$ cat config.mk
export PLATFORM = sky130hd
export DESIGN_NAME = lhs_shift_sequencer
export DESIGN_NICKNAME = d
export VERILOG_FILES = /design/src/rtl/lhs_shift_sequencer.sv
export SDC_FILE = /design/constraint.sdc
export NUM_CORES = 1
export LEC_CHECK = 0
export BUFFER_PORTS_ARGS = -buffer_cell sky130_fd_sc_hd__buf_2
export CAP_MARGIN = 40
export CORE_MARGIN = 4
export CORE_UTILIZATION = 44
export CTS_BUF_LIST = sky130_fd_sc_hd__clkbuf_16
export DETAILED_ROUTE_END_ITERATION = 6
export PLACE_DENSITY_LB_ADDON = 0.12
export SLEW_MARGIN = 20
export SYNTH_ARGS = -nofsm -noshare
export SYNTH_HDL_FRONTEND = slang
export SYNTH_SLANG_ARGS = --single-unit
$ cat constraint.sdc
create_clock -name clk -period 1.5 [get_ports clk]
set_input_delay 0.375 -clock clk [delete_from_list [all_inputs] [get_ports clk]]
set_output_delay 0.375 -clock clk [all_outputs]
set_load 0.01 [all_outputs]
$ cat src/rtl/lhs_shift_sequencer.sv
// lhs_shift_sequencer
// Sequences a multi-bit shift on a single-step shifter stage. A request is
// split into single-bit operations. Each result is fed back as the next input,
// and the final value and carry are returned over a valid/ready channel.
//
// Ports
//   clk, rst                     clock, synchronous active-high reset
//   req_valid / req_ready        request handshake (ready only in IDLE)
//   req_dir, req_fill, req_clear request controls (direction, fill mode, zero)
//   req_count, req_value, req_carry  step count, operand, initial carry
//   resp_valid / resp_ready      response handshake (valid held until ready)
//   resp_value, resp_carry       final value and carry
//   busy                         high whenever not IDLE
//   lhs_operation, lhs_in,
//   lhs_carry_in, lhs_step       drive to the shifter stage (step = strobe)
//   lhs_out, lhs_carry_out       registered result from the shifter stage
module lhs_shift_sequencer #(
  parameter int WIDTH = 8,
  parameter int CNT_W = 4
) (
  input  logic             clk,
  input  logic             rst,
  input  logic             req_valid,
  output logic             req_ready,
  input  logic             req_dir,
  input  logic [1:0]       req_fill,
  input  logic             req_clear,
  input  logic [CNT_W-1:0] req_count,
  input  logic [WIDTH-1:0] req_value,
  input  logic             req_carry,
  output logic             resp_valid,
  input  logic             resp_ready,
  output logic [WIDTH-1:0] resp_value,
  output logic             resp_carry,
  output logic             busy,
  output logic [1:0]       lhs_operation,
  output logic [WIDTH-1:0] lhs_in,
  output logic             lhs_carry_in,
  output logic             lhs_step,
  input  logic [WIDTH-1:0] lhs_out,
  input  logic             lhs_carry_out
);

  localparam logic [1:0] ST_IDLE    = 2'd0;
  localparam logic [1:0] ST_ISSUE   = 2'd1;
  localparam logic [1:0] ST_CAPTURE = 2'd2;
  localparam logic [1:0] ST_DONE    = 2'd3;

  localparam logic [1:0] OP_PASS  = 2'b00;
  localparam logic [1:0] OP_LEFT  = 2'b01;
  localparam logic [1:0] OP_RIGHT = 2'b10;
  localparam logic [1:0] OP_ZERO  = 2'b11;

  localparam logic [CNT_W-1:0] CNT_ONE = CNT_W'(1'b1);

  logic [1:0]       state_q, state_d;
  logic [1:0]       op_q, op_d;
  logic [1:0]       fill_q, fill_d;
  logic             dir_q, dir_d;
  logic [WIDTH-1:0] val_q, val_d;
  logic             carry_q, carry_d;
  logic [CNT_W-1:0] rem_q, rem_d;
  logic             req_ready_q, req_ready_d;
  logic             busy_q, busy_d;
  logic             resp_valid_q, resp_valid_d;
  logic [WIDTH-1:0] resp_value_q, resp_value_d;
  logic             resp_carry_q, resp_carry_d;
  logic [1:0]       lhs_op_q, lhs_op_d;
  logic [WIDTH-1:0] lhs_in_q, lhs_in_d;
  logic             lhs_cin_q, lhs_cin_d;
  logic             lhs_step_q, lhs_step_d;

  logic [1:0]       req_op_s;
  logic [CNT_W-1:0] req_rem_s;

  // Carry fed into the shifter for one step. Pass and zero steps simply
  // forward the working carry; rotate uses the bit about to fall off.
  function automatic logic step_carry_in(input logic [1:0]       op,
                                         input logic [1:0]       fill,
                                         input logic             dir,
                                         input logic [WIDTH-1:0] val,
                                         input logic             carry);
    logic cin;
    case (op)
      OP_LEFT, OP_RIGHT: begin
        case (fill)
          2'b00:   cin = 1'b0;
          2'b01:   cin = 1'b1;
          2'b10:   cin = carry;
          2'b11:   cin = dir ? val[0] : val[WIDTH-1];
          default: cin = 1'b0;
        endcase
      end
      default: cin = carry;
    endcase
    return cin;
  endfunction

  // Zero and pass requests collapse to one step; a count of 0 means pass.
  assign req_op_s  = req_clear ? OP_ZERO :
                     (req_count == '0) ? OP_PASS :
                     (req_dir ? OP_RIGHT : OP_LEFT);
  assign req_rem_s = (req_clear || (req_count == '0)) ? CNT_ONE : req_count;

  // Next-state logic; every output is registered from these next values so
  // the strobe and shifter controls line up with the state they belong to.
  always_comb begin
    state_d      = state_q;
    op_d         = op_q;
    fill_d       = fill_q;
    dir_d        = dir_q;
    val_d        = val_q;
    carry_d      = carry_q;
    rem_d        = rem_q;
    req_ready_d  = req_ready_q;
    busy_d       = busy_q;
    resp_valid_d = resp_valid_q;
    resp_value_d = resp_value_q;
    resp_carry_d = resp_carry_q;
    lhs_op_d     = lhs_op_q;
    lhs_in_d     = lhs_in_q;
    lhs_cin_d    = lhs_cin_q;
    lhs_step_d   = 1'b0;
    case (state_q)
      ST_IDLE: begin
        if (req_valid && req_ready_q) begin
          state_d     = ST_ISSUE;
          op_d        = req_op_s;
          fill_d      = req_fill;
          dir_d       = req_dir;
          val_d       = req_value;
          carry_d     = req_carry;
          rem_d       = req_rem_s;
          req_ready_d = 1'b0;
          busy_d      = 1'b1;
          lhs_step_d  = 1'b1;
          lhs_op_d    = req_op_s;
          lhs_in_d    = req_value;
          lhs_cin_d   = step_carry_in(req_op_s, req_fill, req_dir, req_value, req_carry);
        end else begin
          state_d = ST_IDLE;
        end
      end
      ST_ISSUE: begin
        state_d = ST_CAPTURE;
      end
      ST_CAPTURE: begin
        val_d   = lhs_out;
        carry_d = lhs_carry_out;
        rem_d   = rem_q - CNT_ONE;
        if (rem_q == CNT_ONE) begin
          state_d      = ST_DONE;
          resp_valid_d = 1'b1;
          resp_value_d = lhs_out;
          resp_carry_d = lhs_carry_out;
          lhs_op_d     = OP_PASS;
          lhs_in_d     = '0;
          lhs_cin_d    = 1'b0;
        end else begin
          state_d    = ST_ISSUE;
          lhs_step_d = 1'b1;
          lhs_in_d   = lhs_out;
          lhs_cin_d  = step_carry_in(op_q, fill_q, dir_q, lhs_out, lhs_carry_out);
        end
      end
      ST_DONE: begin
        if (resp_ready) begin
          state_d      = ST_IDLE;
          resp_valid_d = 1'b0;
          req_ready_d  = 1'b1;
          busy_d       = 1'b0;
        end else begin
          state_d = ST_DONE;
        end
      end
      default: begin
        state_d      = ST_IDLE;
        req_ready_d  = 1'b1;
        busy_d       = 1'b0;
        resp_valid_d = 1'b0;
        lhs_op_d     = OP_PASS;
        lhs_in_d     = '0;
        lhs_cin_d    = 1'b0;
      end
    endcase
  end

  // State and output registers with synchronous reset.
  always_ff @(posedge clk) begin
    if (rst) begin
      state_q      <= ST_IDLE;
      op_q         <= OP_PASS;
      fill_q       <= 2'b00;
      dir_q        <= 1'b0;
      val_q        <= '0;
      carry_q      <= 1'b0;
      rem_q        <= '0;
      req_ready_q  <= 1'b1;
      busy_q       <= 1'b0;
      resp_valid_q <= 1'b0;
      resp_value_q <= '0;
      resp_carry_q <= 1'b0;
      lhs_op_q     <= OP_PASS;
      lhs_in_q     <= '0;
      lhs_cin_q    <= 1'b0;
      lhs_step_q   <= 1'b0;
    end else begin
      state_q      <= state_d;
      op_q         <= op_d;
      fill_q       <= fill_d;
      dir_q        <= dir_d;
      val_q        <= val_d;
      carry_q      <= carry_d;
      rem_q        <= rem_d;
      req_ready_q  <= req_ready_d;
      busy_q       <= busy_d;
      resp_valid_q <= resp_valid_d;
      resp_value_q <= resp_value_d;
      resp_carry_q <= resp_carry_d;
      lhs_op_q     <= lhs_op_d;
      lhs_in_q     <= lhs_in_d;
      lhs_cin_q    <= lhs_cin_d;
      lhs_step_q   <= lhs_step_d;
    end
  end

  assign req_ready     = req_ready_q;
  assign busy          = busy_q;
  assign resp_valid    = resp_valid_q;
  assign resp_value    = resp_value_q;
  assign resp_carry    = resp_carry_q;
  assign lhs_operation = lhs_op_q;
  assign lhs_in        = lhs_in_q;
  assign lhs_carry_in  = lhs_cin_q;
  assign lhs_step      = lhs_step_q;

endmodule
==> results of run 1 <==
==> per-stage QoR <==
stage               cells   util  instance area [µm²]
global placement      282  0.567                 1940
global route          293  0.633                 2160
detailed placement    282  0.567                 1940
CTS                   289  0.609                 2080
finish                293  0.633                 2160
floorplan             186      -                 1600
==> power by group through the flow <==
stage	Combinational [mW]	Clock [mW]	Sequential, mW
floorplan	0.271	0	1.09
global placement	0.452	0	1.07
detailed placement	0.468	0	1.08
CTS	0.475	0.968	1.06
global route	0.559	1.01	1.07
finish	0.505	0.946	1.06
==> worst max-delay path: stages, from the launching register on <==
cell and delay (ns):
dfxtp_2 0.33, inv_2 0.06, ha_2 0.16, nor3b_4 0.28, buf_4 0.18, nand2_4 0.11
nand3_1 0.11, a21oi_1 0.06
==> cell type report <==
| type | instances | area (µm²) |
|---|---|---|
| inverter | 4 | 15.0 |
| clock buffer | 5 | 125 |
| timing repair buffer | 69 | 398 |
| fill | 316 | 1250 |
| clock inverter | 2 | 8.76 |
| tap | 46 | 57.6 |
| multi-input combinational | 132 | 853 |
| sequential | 35 | 704 |
==> metal layers <==
| metal | vias up | wire (µm) | part of all wire |
|---|---|---|---|
| li1 | 786 | - | - |
| met5 | - | 0 | 0 |
| met2 | 49 | 2120 | 0.50 |
| met1 | 736 | 1860 | 0.44 |
| met4 | 0 | 36 | 0.0085 |
| met3 | 5 | 242 | 0.057 |
==> repair_timing <==
action,4_1_cts,5_1_grt
setup endpoints to repair,13,21
pin swaps,0,2
gates resized for setup,2,14
hold buffers,0,0
setup buffers,0,4
==> worst paths after layout <==
kind                                  start               end  slack [ns]  depth (start not counted)
worst min register to register   resp_valid        resp_valid        0.46                          2
worst max-delay path               rem_q[1]  lhs_operation[1]        0.08                          7
worst max register to register     rem_q[1]  lhs_operation[1]        0.08                          7
worst min-delay path            req_fill[1]         fill_q[1]        0.38                          3
==> synth_stat cells, drive strengths merged, types with 4 or more instances <==
cell    number  area [µm²]
nor2b        5        31.3
a21oi       25         125
a211oi      11        87.6
nand2       23        88.8
nor2        18        75.1
buf         11        70.1
nand3       13        65.1
inv          4        15.0
clkbuf       4        15.0
dfxtp       35         701
a22oi        8        60.1
o21ai        5        25.0
==> kinds of logic (layout without fill, tap and decap cells) <==
logic type / count (synthesis) / in the layout / share of synthesized area
and+or+nand+nor: 70 / 70 / 0.231
muxes: 2 / 2 / 0.0125
xor gates and xnor gates: 1 / 1 / 0.00548
AOI/OAI and AO/OA: 57 / 57 / 0.234
adders and majority gates: 2 / 2 / 0.0157
DFF: 35 / 35 / 0.439
buffers and inverters: 19 / 80 / 0.0626
==> sequential cells by signal (all words and copies together), names as in the netlist, 2 cells and up <==
name and flops:
lhs_operation 2, fill_q 2, rem_q 4, resp_value 8, state_q 2, lhs_in 8
op_q 2
==> summary.md, run 1 <==
| Metric | Value |
|---|---|
| Max VDD drop | 0.000854 V |
| IO Pins | 54 |
| Post-synth EDFFs | 0 |
| Htree depth | 2 |
| Root buf cell | clkbuf_16 |
| Slew @ Worst Pin | 0.353 ns |
| Clock power frac | 0.377 |
| Sequential share of power | 0.423 |
| Final setup vio count | 0 |
| Clock Latency Late Sink | 0.27 ns |
| Num Clock Sinks | 35 |
| Grt met3 use | 0.0558 |
| Via density | 5.38 |
| Commonest cells after routing, fill and taps aside | buf_2 (53), dfxtp_1 (32), a21oi_1 (25) |
| Setup ws final | 0.0762 ns |
| Gr busiest metal | met2 |
| Largest net degree at the start of global routing | 36 |
| Critical path endpoint category | register |
| Core area | 3420 µm² |
| Die width | 68.3 µm |
| Antenna Cells | 0 |
| Clock tree buffer depth | 2 |
| Synth Flop Type | dfxtp_1 |
| Max-Cap Viols | 0 |
| Rows | 21 |
| Comb pwr share | 0.201 |
| Switching Power | 0.677 mW |
| Syn_nets | 218 |
| Congestion Overflow GR | 0 |
| Synthesized cell area | 1600 µm² |
| DRC | 0 |
| Post-Route WL | 4.25 mm |
| Final Max Slew Viols | 0 |
| Fin Hold WS | 0.376 ns |
| Number of synthesized register bits | 35 |
| Met1 Usage GRT | 0.241 |
| Gr usage total | 0.195 |
| Final setup skew | 0.00563 ns |
| Hold Crit Class | input port to register |
| Initial Util | 0.468 |
| First-pass GRT wire length | 6.73 mm |
| Synth unique cells | 38 |
| Met2 usage | 0.329 |
| Internal Power | 1.84 mW |
| Commonest non-fill, non-tap cell in the layout | buf_2 |
| RePlAce Congestion | 0.757 |
| Routed via count | 1,576 |
| Async set-reset flop share out of synthesis | 0 |
| Final min period | 1.42 ns |
| Cell Pwr Density | 1160 nW/µm² |
| Die Y | 68.3 µm |
| Setup TNS | 0 ns |
| Synth Area per Inst | 8.59 µm² |
| Hold Fails Final Rpt | 0 |
| Area growth from synthesis to layout | 35.3% |
| Worst Path Arrival | 1.58 ns |
| DIE AREA | 4660 µm² |
| Fin nets | 279 |
| Cts bufs inserted | 5 |
| Crit share post-route | 0.949 |
| PortBufs | 53 |
| Syn Inst Count | 186 |
| ANT nets after route | 0 |
| Clock-pin slew on the worst setup and hold paths | 0.05 ns |
| Number of global-route vias before repair | 1,499 |
| Worst setup SP type | register |
| Seq/Total Area, Yosys | 0.439 |
| Post-DP HPWL | 3.10 mm |
| Share of layout cells above drive strength 1 | 0.389 |
| Required time worst endpoint | 1.65 ns |
| Status | finished clean |
| Max_slew headroom | 0.763 |
| CTS tree | yes |
| Final Power | 2.51 mW |
| Initial DRC Count | 71 |
| WS Path Type | register to register |
| Pre-CTS setup slack | -0.0325 ns |
| Wire per inst | 14.5 µm |
| YS warnings | 0 |
| Max FO, Critical Path | 13 |
| First-pass DRT Iterations | 4 |
| Max Clk Rate | 702 MHz |
| P_leak | 0.908 nW |
| Sw Share | 0.270 |
| Antenna violations before repair | 0 |
No activity file was read; power rests on OpenSTA's default activity.
==> run 2: changes to the inputs <==
Settings changed: ABC_AREA set to 1.
==> run 2 against run 1 <==
  * Count of clock-buffer cells in the layout is the same
  * Final area decreased by 3.1%
  * First-iteration DRC count increased by 8.5%
  * Synthesized area is 0.47% lower
  * Clock power hardly changed
  * Clock skew is 0.0025 ns lower
  * Critical path type unchanged
  * Largest cell class unchanged
  * Critical endpoint is now resp_carry
  * Via count increased by 1.6%
==> summary.md, run 2 <==
| Metric | Value |
|---|---|
| Status | finished clean |
| Met2 WL | 1.99 mm |
| Antenna violations before repair | 0 |
| Slowest stage delay, CP | 0.31 ns |
| Clock Latency Late Sink | 0.27 ns |
| CP cell instances | inv_1 > ha_1 > nand3_1 > nor2_4 > clkinvlp_4 > nor2_1 > nor2_1 |
| Critical path endpoint category | register |
| WS Path Type | register to register |
| DR top layer | met4 |
| Synth top cells by count | dfxtp_1 (35), nand2_1 (34), nor2_1 (31) |
| Clock tree buffer depth | 2 |
| Area growth from synthesis to layout | 31.8% |
| Rows | 21 |
| Crit path buf inv count | 2 |
| Max-Cap Viols | 0 |
| Final Max Slew Viols | 0 |
| Max_slew headroom | 0.816 |
| P_leak | 1.01 nW |
| M1 WL | 1.91 mm |
| Setup ws final | 0.0856 ns |
| Largest net degree at the start of global routing | 16 |
| Commonest cells after routing, fill and taps aside | buf_2 (53), dfxtp_1 (35), nand2_1 (34) |
| Max VDD drop | 0.000770 V |
| Synth Flop Type | dfxtp_1 |
| Syn_nets | 245 |
| Via density | 4.96 |
| Gr usage total | 0.193 |
| Comb pwr share | 0.202 |
| RePlAce Congestion | 0.787 |
| Reg2Reg Setup Slack | 0.09 ns |
| Sequential share of power | 0.425 |
| Most used cell, CP | nor2_1 |
| Share of layout cells above drive strength 1 | 0.300 |
| Synth unique cells | 32 |
| PortBufs | 53 |
| Async set-reset flop share out of synthesis | 0 |
| Fin Hold WS | 0.345 ns |
| Top Family by Delay on Critical Path | simple AND/OR/NAND/NOR gates |
| Crit share post-route | 0.943 |
| Post-Route WL | 4.12 mm |
| Syn Inst Count | 213 |
| Number of synthesized register bits | 35 |
| Final min period | 1.41 ns |
| Slew @ Worst Pin | 0.273 ns |
| Initial DRC Count | 77 |
| First-pass DRT Iterations | 5 |
| YS warnings | 0 |
| Synth Area per Inst | 7.47 µm² |
| Worst Path Arrival | 1.58 ns |
| Internal Power | 1.83 mW |
| Cell taking the most area after synthesis | dfxtp_1 |
| Hold Fails Final Rpt | 0 |
| Cell Pwr Density | 1210 nW/µm² |
| Max Clk Rate | 707 MHz |
| Post-synth EDFFs | 0 |
| Cts bufs inserted | 5 |
| Commonest non-fill, non-tap cell in the layout | buf_2 |
| Synth top area cells | dfxtp_1 (44%), o21ai_0 (9.1%), nand2_1 (8.0%) |
| Fin nets | 308 |
| Required time worst endpoint | 1.66 ns |
| Die width | 68.1 µm |
| DIE AREA | 4640 µm² |
| ANT nets after route | 0 |
| Post-layout util | 0.614 |
| Htree depth | 2 |
| Worst setup SP type | register |
| IO Pins | 54 |
| Core area | 3420 µm² |
| Final setup skew | 0.00309 ns |
| Wire per inst | 12.7 µm |
| Routed via count | 1,601 |
| Initial Util | 0.466 |
| Congestion Overflow GR | 0 |
| Crit path max-delay cell type | dfxtp_1 |
| Synthesized cell area | 1590 µm² |
| Antenna Cells | 0 |
| Most frequent cell after synthesis | dfxtp_1 |
| RSZ-0062 raised after global routing | no |
| Clock-pin slew on the worst setup and hold paths | 0.05 ns |
| Num Clock Sinks | 35 |
| Switching Power | 0.700 mW |
| Met3 wire length | 180 µm |
| Post-DP HPWL | 3.08 mm |
| Seq/Total Area, Yosys | 0.441 |
| CTS tree | yes |
| CTS Hold Bufs | 0 |
| Post-synth top area share | 0.441 |
| First-pass GRT wire length | 6.77 mm |
| Final setup vio count | 0 |
| Die Y | 68.1 µm |
| DRC | 0 |
| Clock power frac | 0.373 |
| Hold Crit Class | input port to register |
| Max FO, Critical Path | 6 |
| Number of global-route vias before repair | 1,540 |
| Sw Share | 0.277 |
| Pre-CTS setup slack | -0.151 ns |
| Root buf cell | clkbuf_16 |
[run 2: cell types whose count changed after synthesis, sizes merged, moves of 3 or more]
cell,delta
nor2b,-5
a21oi,-4
a211oi,-8
buf,-5
a22oi,-8
nand4,+3
inv,+18
nand3,-5
o21ai,+31
nor2,+17
nand2,+12
[run 2: final cells by class]
type | instances | area, µm²
clock buffers | 5 | 125
inverters | 23 | 97.6
well taps | 46 | 57.6
flip-flops and latches | 35 | 701
multi-input cells | 147 | 743
repair inverters | 1 | 7.51
fillers | 341 | 1320
repair buffers | 63 | 353
clock inverters | 3 | 11.3
[run 2: worst min-delay path: cells and delay by family]
| family | cells | cell delay (ns) |
|---|---|---|
| buffers and inverters | 1 | 0.09 |
| and+or+nand+nor | 2 | 0.12 |
[run 2: per-stage QoR]
step | instances | setup TNS [ns] | power [mW] | area, µm²
finish | 323 | 0 | 2.53 | 2100
global route | 323 | 0 | 2.67 | 2100
CTS | 321 | 0 | 2.55 | 2060
detailed placement | 313 | -1.33 | 1.60 | 1920
global placement | 313 | -0.535 | 1.60 | 1920
floorplan | 213 | 0 | 1.42 | 1590
[run 2: repair_timing]
action                                  4_1_cts  5_1_grt
gates resized for setup                       1        2
pin swaps                                     0        1
buffers inserted                              0        1
cloned                                        0        1
endpoints found under the setup margin       11       10
[run 2: routing by layer]
layer	vias to the layer above	track usage
met3	4	0.0378
met5	-	0
met1	734	0.247
li1	826	-
met2	37	0.323
met4	0	0.0670
[run 2: kinds of logic after synthesis]
kind of cell    Yosys count  synth area share
compound gates           61             0.200
xor+xnor                  2            0.0110
fa+ha+maj                 2            0.0157
buf+inv                  31            0.0952
flops                    35             0.441
simple gates             82             0.238
[run 2: path summary, 6_finish.rpt]
path,start,end,cells after the start
worst min-delay path,lhs_out[3],resp_value[3],3
worst min register to register,busy,busy,2
worst max-delay path,rem_q[1],resp_carry,7
worst max register to register,rem_q[1],resp_carry,7
[run 2: power by group through the flow]
stage          Sequential, mW  Combinational (mW)  Clock (mW)
5_1_grt                  1.09               0.579        1.00
2_1_floorplan            1.12               0.307           0
4_1_cts                  1.08               0.513       0.958
6_report                 1.08               0.512       0.943
3_3_place_gp             1.09               0.507           0
3_5_place_dp             1.09               0.509           0
